<file path="config.mk">
export PLATFORM = sky130hd
export DESIGN_NAME = codec_slave_if
export DESIGN_NICKNAME = d
export VERILOG_FILES = /design/src/rtl/aud_pkg.sv /design/src/rtl/sync_edge.sv /design/src/rtl/codec_slave_if.sv
export SDC_FILE = /design/constraint.sdc
export NUM_CORES = 1
export LEC_CHECK = 0
export ABC_AREA = 1
export ABC_CLOCK_PERIOD_IN_PS = 2900
export CORE_MARGIN = 2
export CORE_UTILIZATION = 40
export DETAILED_ROUTE_END_ITERATION = 8
export PLACE_DENSITY = 0.65
export SYNTH_ARGS = -nofsm -noshare
export SYNTH_HDL_FRONTEND = slang
export SYNTH_SLANG_ARGS = --single-unit
</file>
<file path="constraint.sdc">
create_clock -name clk -period 2.9 [get_ports clk]
set_clock_uncertainty 0.15 [all_clocks]
set_input_delay 0.435 -clock clk [delete_from_list [all_inputs] [get_ports clk]]
set_output_delay 0.435 -clock clk [all_outputs]
set_load 0.02 [all_outputs]
</file>
<file path="src/rtl/aud_pkg.sv">
// rtl/aud_pkg.sv - shared constants for the serial audio slave link
// Purpose: audio word and slot sizes, slot indices, and a slot-to-strobe helper.
// Ports: none (package).
package aud_pkg;
   localparam int AUD_DW        = 24;
   localparam int AUD_SLOT_BITS = 32;
   localparam int SLOT0         = 0;
   localparam int SLOT1         = 1;

   // One-hot strobe for a slot index: slot 0 -> 2'b01, slot 1 -> 2'b10.
   function automatic logic [1:0] slot_mask(input logic slot);
      logic [1:0] m;
      m = 2'b00;
      m[slot ? SLOT1 : SLOT0] = 1'b1;
      return m;
   endfunction
endpackage

</file>
<file path="src/rtl/sync_edge.sv">
// rtl/sync_edge.sv - multi-stage synchronizer with rise/fall pulses
// Purpose: brings an asynchronous level into the clk domain and flags its edges.
// Ports:
//   clk   in  system clock
//   d     in  asynchronous level
//   rise  out 1-clk pulse when the synced level goes 0 -> 1
//   fall  out 1-clk pulse when the synced level goes 1 -> 0
module sync_edge #(
   parameter int SYNC_STAGES = 2
) (
   input  logic clk,
   input  logic d,
   output logic rise,
   output logic fall
);
   logic [SYNC_STAGES-1:0] chain;
   logic                   prev;

   // Left unreset on purpose: the chain keeps tracking the pins during reset,
   // so releasing reset never fabricates an edge from a cleared chain.
   always_ff @(posedge clk) begin
      chain <= {chain[SYNC_STAGES-2:0], d};
      prev  <= chain[SYNC_STAGES-1];
   end

   assign rise = chain[SYNC_STAGES-1] & ~prev;
   assign fall = ~chain[SYNC_STAGES-1] & prev;
endmodule

</file>
<file path="src/rtl/codec_slave_if.sv">
// rtl/codec_slave_if.sv - slave end of a left-justified serial audio link
// Purpose: follows master lrclk/sclk, deserializes s_sdin into words and
//   serializes tx_din0/tx_din1 onto s_sdout. Optional macro:
//   CODEC_SLAVE_FRAME_ERR_EN builds the sticky slot-length check on frame_err.
// Ports:
//   clk, rst            system clock, synchronous active-high reset
//   s_lrclk, s_sclk     master frame / bit clocks (asynchronous)
//   s_sdin, s_sdout     serial data in (sampled on sclk rise) / out (changes on sclk fall)
//   locked              high after the first lrclk edge since reset
//   rx_vld, rx_data     per-slot receive strobe and received word
//   tx_ack              per-slot strobe when tx_din0/tx_din1 is captured
//   tx_din0, tx_din1    words to send in slot 0 / slot 1
//   frame_err           sticky slot-length error (0 unless the macro is defined)
module codec_slave_if
   import aud_pkg::*;
#(
   parameter int DW          = AUD_DW,
   parameter int SLOT_BITS   = AUD_SLOT_BITS,
   parameter int SYNC_STAGES = 2
) (
   input  logic          clk,
   input  logic          rst,
   input  logic          s_lrclk,
   input  logic          s_sclk,
   input  logic          s_sdin,
   output logic          s_sdout,
   output logic          locked,
   output logic [1:0]    rx_vld,
   output logic [DW-1:0] rx_data,
   output logic [1:0]    tx_ack,
   input  logic [DW-1:0] tx_din0,
   input  logic [DW-1:0] tx_din1,
   output logic          frame_err
);
   localparam int            CW       = $clog2(SLOT_BITS) + 1;
   localparam logic [CW-1:0] CNT_LAST = CW'(DW - 1);
   localparam logic [CW-1:0] CNT_DW   = CW'(DW);
   localparam logic [CW-1:0] CNT_MAX  = CW'(SLOT_BITS);

   logic                   lr_rise, lr_fall, lr_edge;
   logic                   sck_rise, sck_fall;
   logic [SYNC_STAGES-1:0] sdin_chain;
   logic                   sdin_sync;
   logic                   slot;
   logic [CW-1:0]          bit_cnt;
   logic [DW-1:0]          rx_sr;
   logic [DW-1:0]          tx_sr;
   logic                   rx_done;
   logic                   rx_done_slot;

   sync_edge #(.SYNC_STAGES(SYNC_STAGES)) u_lrclk_sync (
      .clk  (clk),
      .d    (s_lrclk),
      .rise (lr_rise),
      .fall (lr_fall)
   );

   sync_edge #(.SYNC_STAGES(SYNC_STAGES)) u_sclk_sync (
      .clk  (clk),
      .d    (s_sclk),
      .rise (sck_rise),
      .fall (sck_fall)
   );

   // Same depth as the clock synchronizers so the sampled bit lines up with sck_rise.
   always_ff @(posedge clk) begin
      sdin_chain <= {sdin_chain[SYNC_STAGES-2:0], s_sdin};
   end

   assign sdin_sync = sdin_chain[SYNC_STAGES-1];
   assign lr_edge   = lr_rise | lr_fall;
   assign s_sdout   = tx_sr[DW-1];

   always_ff @(posedge clk) begin
      if (rst) begin
         locked       <= 1'b0;
         slot         <= 1'b0;
         bit_cnt      <= '0;
         rx_sr        <= '0;
         tx_sr        <= '0;
         rx_data      <= '0;
         rx_vld       <= 2'b00;
         tx_ack       <= 2'b00;
         rx_done      <= 1'b0;
         rx_done_slot <= 1'b0;
      end else begin
         rx_vld  <= rx_done ? slot_mask(rx_done_slot) : 2'b00;
         rx_done <= 1'b0;
         tx_ack  <= 2'b00;
         if (lr_edge) begin
            // Frame edge wins over any coincident sclk edge: load MSB, no shift.
            locked  <= 1'b1;
            bit_cnt <= '0;
            slot    <= lr_rise;
            tx_sr   <= lr_rise ? tx_din1 : tx_din0;
            tx_ack  <= slot_mask(lr_rise);
         end else if (locked) begin
            if (sck_rise) begin
               if (bit_cnt < CNT_DW) begin
                  rx_sr <= {rx_sr[DW-2:0], sdin_sync};
               end
               if (bit_cnt == CNT_LAST) begin
                  rx_data      <= {rx_sr[DW-2:0], sdin_sync};
                  rx_done      <= 1'b1;
                  rx_done_slot <= slot;
               end
               if (bit_cnt != CNT_MAX) begin
                  bit_cnt <= bit_cnt + CW'(1);
               end
            end
            if (sck_fall) begin
               tx_sr <= {tx_sr[DW-2:0], 1'b0};
            end
         end
      end
   end

`ifdef CODEC_SLAVE_FRAME_ERR_EN
   logic frame_err_q;

   // Flags a slot that ends early/late, or a master sending more than SLOT_BITS clocks.
   always_ff @(posedge clk) begin
      if (rst) begin
         frame_err_q <= 1'b0;
      end else if (locked &&
                   ((lr_edge && bit_cnt != CNT_MAX) ||
                    (!lr_edge && sck_rise && bit_cnt == CNT_MAX))) begin
         frame_err_q <= 1'b1;
      end
   end

   assign frame_err = frame_err_q;
`else
   assign frame_err = 1'b0;
`endif
endmodule

</file>
==> impl_results.md, run 1 <==
- Worst EP required: between 2 and 3 ns
- Initial DRC Count: 159
- Int Pwr: 1.94 mW
- Fin crit period: 2.29 ns
- Worst-skew pair later-pin latency: about 0.35 ns
- Gr usage total: 17.9%
- Post-Synth Adder-Cell Area: less than 1%
- Share of the synthesized area in the top cell type: 47.2%
- WP data arrival: ~2.4 ns
- DR WL met3: ~540 um
- Global-route wire length before repair: 15.4 mm
- Register area: 0.00186 mm2
- Initial Util: between 40% and 50%
- Syn nets: 607
- Layout Area Growth over Synthesis: 26.4%
- Slew Limit Fails: 0
- Top post-synthesis cells by area: dfxtp_1, nand3_1, nand2_1
- Max clock buf depth: 2
- XOR/XNOR Fraction of Synth Area: less than 1%
- Largest net degree at the start of global routing: 52
- Power Density: 509 mW/mm2
- Detail Route Antenna Nets: 0
- Yosys cell types: 26
- Metal2 WL: between 4 and 5 mm
- Post-Syn Instances: around 550
- Max VDD drop: 0.000278 V
- Cell taking the most area after synthesis: dfxtp_1
- Simple-Gate Fraction of Synth Area: a little under a third
- Multi-input gate area: 0.00172 mm2
- Setup CP Type: reg2reg
- Compound-Gate Fraction of Synth Area: approximately a tenth
- Final Hold Fails: 0
- Die area: 0.0107 mm2
- TritonRoute pass-1 iters: 4
- CTS tree: yes
- Vias per std cell: 4.84
- Routed vias: 3638
- Combinational power share: 10.8%
- Clk pwr share: between 30% and 40%
- Ports: 84
- Core footprint: between 0.009 and 0.01 mm2
- Setup violators final: 0
- Slew margin rel.: 51.5%
- Crit-path max FO: 23
- Seq cells post-synth: 93
- Post-synthesis cell area: roughly 0.004 mm2
- Layout cells sized above 1: 5.18%
- Wire per inst: 11.9 um
- Worst Max-Slew Pin Slew: slightly above 0.7 ns
- Final cycle utilization of the critical path: 79.1%
- RSZ-0062 raised after global routing: false
- Die Ht: 103 um
- HP Class: reg2reg
- # Post-CTS Setup Buffers: 0
- Metal-1 WL: approximately 4.3 mm
- Design Power: 2.54 mW
- Die Wd: ~100 um
- Pleak: 2.01 nW
- TritonCTS Buffers: 9
- H-tree depth: 3
- Sink Count: 93
- Post-CTS sizing: 0
- Max_cap viols: 0
- Synth Warn #: 0
- Max Clock Freq: 436 MHz
- Routed wire length: 8.96 mm
- Sw frac: between 20% and 30%
- CTS Hold Buffers Added: 0
- Root buffer cell: clkbuf_8
- Setup TNS: 0 ns
- RePlAce Congestion: 0.775
- Switch Pwr: 604 uW
- Vias in the first global route: 3443
- Port bufs: 82
- FP Rows: 36
- Antenna violations before repair: 0
- Sequential share of power: 52.6%
- Ant diodes: 0
- Synthesized area per cell: ~7.2 um2
- Outcome: finished, final reports clean
- Worst setup SP type: flop
- DRC viols: 0
- DP HPWL: 6.04 mm
- CP Capture Type: flop
- Largest family of logic cells by synthesized area: simple AND/OR/NAND/NOR gates
- GRT overflow: 0
- Register area share after synthesis: 47.2%
- Clk pin slew, worst setup/hold paths: ~0.080 ns
- NumNets Final: 669
- Number of fill cells in the layout: 970
- Top sig layer: met4
- Post-synthesis mux area share: 0%
-- cell type report --
| type | count | share of cell area [%] |
|---|---|---|
| clock buffer | 11 | 2.63 |
| tap | 133 | 3.33 |
| inverter | 44 | 3.31 |
| sequential | 93 | 37.3 |
| multi-input combinational | 377 | 34.5 |
| timing repair buffer | 88 | 17.2 |
| clock inverter | 5 | 1.65 |
-- stage by stage --
stage               hold WS, ns  std cells  utilization, %  area [um2]  setup WS [ns]
floorplan                 0.160        551               -        3950           1.29
global placement          0.162        735            49.3        4780          0.616
detailed placement        0.163        735            49.3        4780          0.612
CTS                       0.188        751            51.5        4990          0.574
global route              0.191        751            51.5        4990          0.356
finish                    0.184        751            51.5        4990          0.606
-- cells in the final DEF (no fill, tap or decap), drive strengths merged --
cell / instances
dfxtp: 93
nand3: 96
a21oi: 53
nor2: 64
inv: 46
nand4: 2
clkinv: 1
o211ai: 2
clkdlybuf4s50: 81
clkbuf: 11
buf: 7
bufinv: 2
nand2: 127
ha: 3
conb: 1
nand3b: 1
or2: 2
o21ai: 24
o21a: 1
xor2: 1
-- synth_stat cells (all sizes together) --
| master | n |
|---|---|
| nand2 | 127 |
| nand3 | 96 |
| dfxtp | 93 |
| nor2 | 64 |
| a21oi | 53 |
| inv | 44 |
| o21ai | 24 |
| buf | 23 |
| clkbuf | 14 |
| ha | 3 |
| nand4 | 2 |
| o211ai | 2 |
| or2 | 2 |
| conb | 1 |
| nand3b | 1 |
| o21a | 1 |
| xor2 | 1 |
-- per-layer routing --
metal / track usage [%] / vias to the layer above
met5: 0 / -
met4: 3.95 / 0
met3: 5.38 / 6
met2: 28.9 / 98
met1: 23.7 / 1639
li1: - / 1895
-- kinds of logic (layout without fill, tap and decap cells) --
family | count (synthesis) | in the layout
other | 1 | 1
AO/OA/AOI/OAI | 80 | 80
AND/OR/NAND/NOR | 292 | 292
XOR/XNOR | 1 | 1
flip-flops | 93 | 93
buffers and inverters | 81 | 148
adder cells (fa/ha/maj) | 3 | 3
-- registers in the layout, indices dropped and copies added, names as in the netlist --
signal	flops
bit_cnt	6
locked	1
rx_data	24
rx_done	1
rx_done_slot	1
rx_sr	23
rx_vld	2
sdin_chain	2
slot	1
tx_ack	2
tx_sr	24
u_lrclk_sync.chain	2
u_lrclk_sync.prev	1
u_sclk_sync.chain	2
u_sclk_sync.prev	1
-- path summary, 6_finish.rpt --
check | startpoint | end | slack (ns) | cells past startpoint
setup / recovery | u_lrclk_sync.prev$_DFF_P_ | rx_sr[3]$_SDFFE_PP0P_ | 0.61 | 7
hold / removal | u_lrclk_sync.chain[0]$_DFF_P_ | u_lrclk_sync.chain[1]$_DFF_P_ | 0.18 | 0
setup reg to reg | u_lrclk_sync.prev$_DFF_P_ | rx_sr[3]$_SDFFE_PP0P_ | 0.61 | 7
hold reg to reg | u_lrclk_sync.chain[0]$_DFF_P_ | u_lrclk_sync.chain[1]$_DFF_P_ | 0.18 | 0
-- worst max-delay path, cell delays in order (launching register included) --
cell and delay [ns]:
dfxtp_1 0.31, inv_1 0.04, ha_1 0.30, nand2_2 0.08, nor2_4 0.41, nand2_1 0.58, nand2_1 0.21, a21oi_1 0.09
-- power by group through the flow --
stage                     Combinational [mW]  Clock [mW]  Sequential (mW)
final                                  0.274       0.930             1.33
after global routing                   0.311        1.01             1.34
after CTS                              0.278       0.958             1.33
after detailed placement               0.275           0             1.36
after global placement                 0.272           0             1.36
after floorplan                        0.164           0             1.37
(Power assumes the default switching activity.)
==> run 2, diff against run 1 <==
--- a/config.mk
+++ b/config.mk
@@ -6,7 +6,7 @@
 export NUM_CORES = 1
 export LEC_CHECK = 0
 export ABC_AREA = 1
-export ABC_CLOCK_PERIOD_IN_PS = 2900
+export ABC_CLOCK_PERIOD_IN_PS = 2200
 export CORE_MARGIN = 2
 export CORE_UTILIZATION = 40
 export DETAILED_ROUTE_END_ITERATION = 8
==> constraint.sdc (replaced) <==
create_clock -name clk -period 2.2 [get_ports clk]
set_clock_uncertainty 0.15 [all_clocks]
set_input_delay 0.33 -clock clk [delete_from_list [all_inputs] [get_ports clk]]
set_output_delay 0.33 -clock clk [all_outputs]
set_load 0.02 [all_outputs]
==> run 2 against run 1 <==
Effect of this change: clock-buffer cell count is the same; core utilization up 0.052 points; clock power up 11%; non-clock buffer count grew 4; sequential power is 32% higher; register-to-register slack worse by 0.32 ns; worst setup slack lost 0.32 ns; critical endpoint is now rx_data[16]$_SDFFE_PP0P_.
==> impl_results.md, run 2 (synthesis gave the netlist of run 1 again) <==
- Slew Limit Fails: 0 (unchanged)
- DP HPWL: 6.18 mm (+2.3%)
- R2R Path Start: bit_cnt[1]$_SDFFE_PP0P_
- Number of fill cells in the layout: 943 (-2.8%)
- Hold slack final: 0.194 ns (+0.0102 ns)
- Setup CP Type: reg2reg
- Core footprint: 0.00968 mm2 (unchanged)
- CTS tree: yes
- Reg2Reg Depth: 6 (-1)
- Worst-skew pair later-pin latency: 0.35 ns (about the same)
- Antenna violations before repair: 0 (unchanged)
- Die area: 0.0107 mm2 (unchanged)
- Vias per std cell: 4.80 (-0.89%)
- DR WL met3: 458 um (-15%)
- Hold EP: sdin_chain[1]$_DFF_P_
- Root buffer cell: clkbuf_8
- Clk pin slew, worst setup/hold paths: 0.09 ns (about the same)
- Max_cap viols: 0 (unchanged)
- Layout cells sized above 1: 5.95% (+0.77 points)
- Max clock buf depth: 2 (unchanged)
- Top sig layer: met4
- CTS Hold Buffers Added: 0 (unchanged)
- Layout Area Growth over Synthesis: 26.6%
- Final cycle utilization of the critical path: 87.2% (+8.1 points)
- Post-CTS sizing: 0 (unchanged)
- Worst setup SP type: flop
- Worst Max-Slew Pin Slew: 0.571 ns (-0.154 ns)
- RePlAce Congestion: 0.768 (-0.90%)
- Largest registers: rx_data (24), tx_sr (24), rx_sr (23)
- H-tree depth: 3 (unchanged)
- Reg2reg end: rx_data[16]$_SDFFE_PP0P_
- TritonRoute pass-1 iters: 5 (+1)
- Initial Util: 40.8% (unchanged)
- TritonCTS Buffers: 9 (unchanged)
- Wire per inst: 12.2 um (+2.3%)
- Most common cell after layout, fill and taps aside: nand2_1
- Sink Count: 93 (unchanged)
- Multi-input gate area: 0.00172 mm2 (unchanged)
- Register area: 0.00186 mm2 (unchanged)
- Most frequent cells in the layout: nand2_1, nand3_1, dfxtp_1, clkdlybuf4s50_1, nor2_1
- Initial DRC Count: 169 (+6.3%)
- Routed vias: 3625 (-0.36%)
- NumNets Final: 673 (+0.60%)
- Hold Crit Depth: 0 (unchanged)
- Detail Route Antenna Nets: 0 (unchanged)
- Final Hold Fails: 0 (unchanged)
- Largest net degree at the start of global routing: 51 (-1.9%)
- Crit-path max FO: 26 (+13%)
- DRC viols: 0 (unchanged)
- Worst EP required: 2.27 ns (-0.69 ns)
- Power Density: 632 mW/mm2 (+24%)
- Metal-1 WL: 4.50 mm (+5.9%)
- Setup violators final: 0 (unchanged)
- Setup TNS: 0 ns (unchanged)
- Ant diodes: 0 (unchanged)
- Hold_sp: sdin_chain[0]$_DFF_P_
- Reg2Reg Setup Slack: 0.28 ns (-0.32 ns)
- Slew margin rel.: 61.9% (+10 points)
- HP Class: reg2reg
- Global-route wire length before repair: 15.3 mm (-1.0%)
- GRT overflow: 0 (unchanged)
- CP Capture Type: flop
- Die Wd: 103 um (unchanged)
- RSZ-0062 raised after global routing: false
- Ports: 84 (unchanged)
- Gr usage total: 18.0% (+0.068 points)
- Outcome: finished, final reports clean
- Routed wire length: 9.22 mm (+2.9%)
- Port bufs: 82 (unchanged)
- Metal2 WL: 4.14 mm (+0.85%)
- Fin crit period: 1.92 ns (-0.375 ns)
- Pleak: 2.02 nW (+0.27%)
- FP Rows: 36 (unchanged)
- WP data arrival: 1.99 ns (-0.37 ns)
- Max Clock Freq: 521 MHz (+20%)
- # Post-CTS Setup Buffers: 0 (unchanged)
- Vias in the first global route: 3286 (-4.6%)
- Die Ht: 103 um (unchanged)
- Max VDD drop: 0.000421 V (+51%)
[run 2: critical path: stages (launching register included)]
cell and delay (ns):
dfxtp_1 0.41, ha_1 0.25, nand3_2 0.11, nor2_4 0.26, nand2_2 0.37, nand2_1 0.17, a21oi_1 0.07
[run 2: final cells by class]
cell class              count  share of cell area [%]
well taps                 133                    3.33
repair buffers             92                    18.1
clock buffers              11                    2.83
multi-input cells         377                    34.5
inverters                  44                    3.31
clock inverters             5                   0.701
flip-flops and latches     93                    37.3
[run 2: report_power, final]
| part | total, mW | internal [mW] | switching [mW] |
|---|---|---|---|
| clock network | 1.03 | 0.444 | 0.586 |
| logic | 0.370 | 0.176 | 0.194 |
| registers | 1.76 | 1.73 | 0.0245 |
| total | 3.16 | 2.35 | 0.804 |
[run 2: metrics by stage]
step	instance area [um2]	power [mW]	setup slack [ns]	instances	utilization [%]
after floorplan	3950	2.02	0.595	551	-
after global placement	4820	2.16	0.358	739	49.8
after detailed placement	4820	2.17	0.259	739	49.8
after CTS	5000	3.20	0.253	755	51.6
after global routing	5000	3.32	0.0796	755	51.6
final	5000	3.16	0.281	755	51.6
[run 2: worst max path at each step]
stage,start,to,cells after the start
4_1_cts,bit_cnt[1]$_SDFFE_PP0P_,rx_data[16]$_SDFFE_PP0P_,6
5_1_grt,bit_cnt[1]$_SDFFE_PP0P_,rx_data[14]$_SDFFE_PP0P_,6
6_report,bit_cnt[1]$_SDFFE_PP0P_,rx_data[16]$_SDFFE_PP0P_,6
2_1_floorplan,u_lrclk_sync.prev$_DFF_P_,rx_sr[10]$_SDFFE_PP0P_,9
3_3_place_gp,u_lrclk_sync.prev$_DFF_P_,tx_sr[6]$_SDFFE_PP0P_,8
3_5_place_dp,bit_cnt[1]$_SDFFE_PP0P_,rx_data[16]$_SDFFE_PP0P_,6
[run 2: routing by layer]
layer / up-vias / global-route usage [%]
met4: 0 / 4.35
met3: 12 / 5.58
met2: 80 / 28.4
met1: 1636 / 24.0
li1: 1897 / -
met5: - / 0
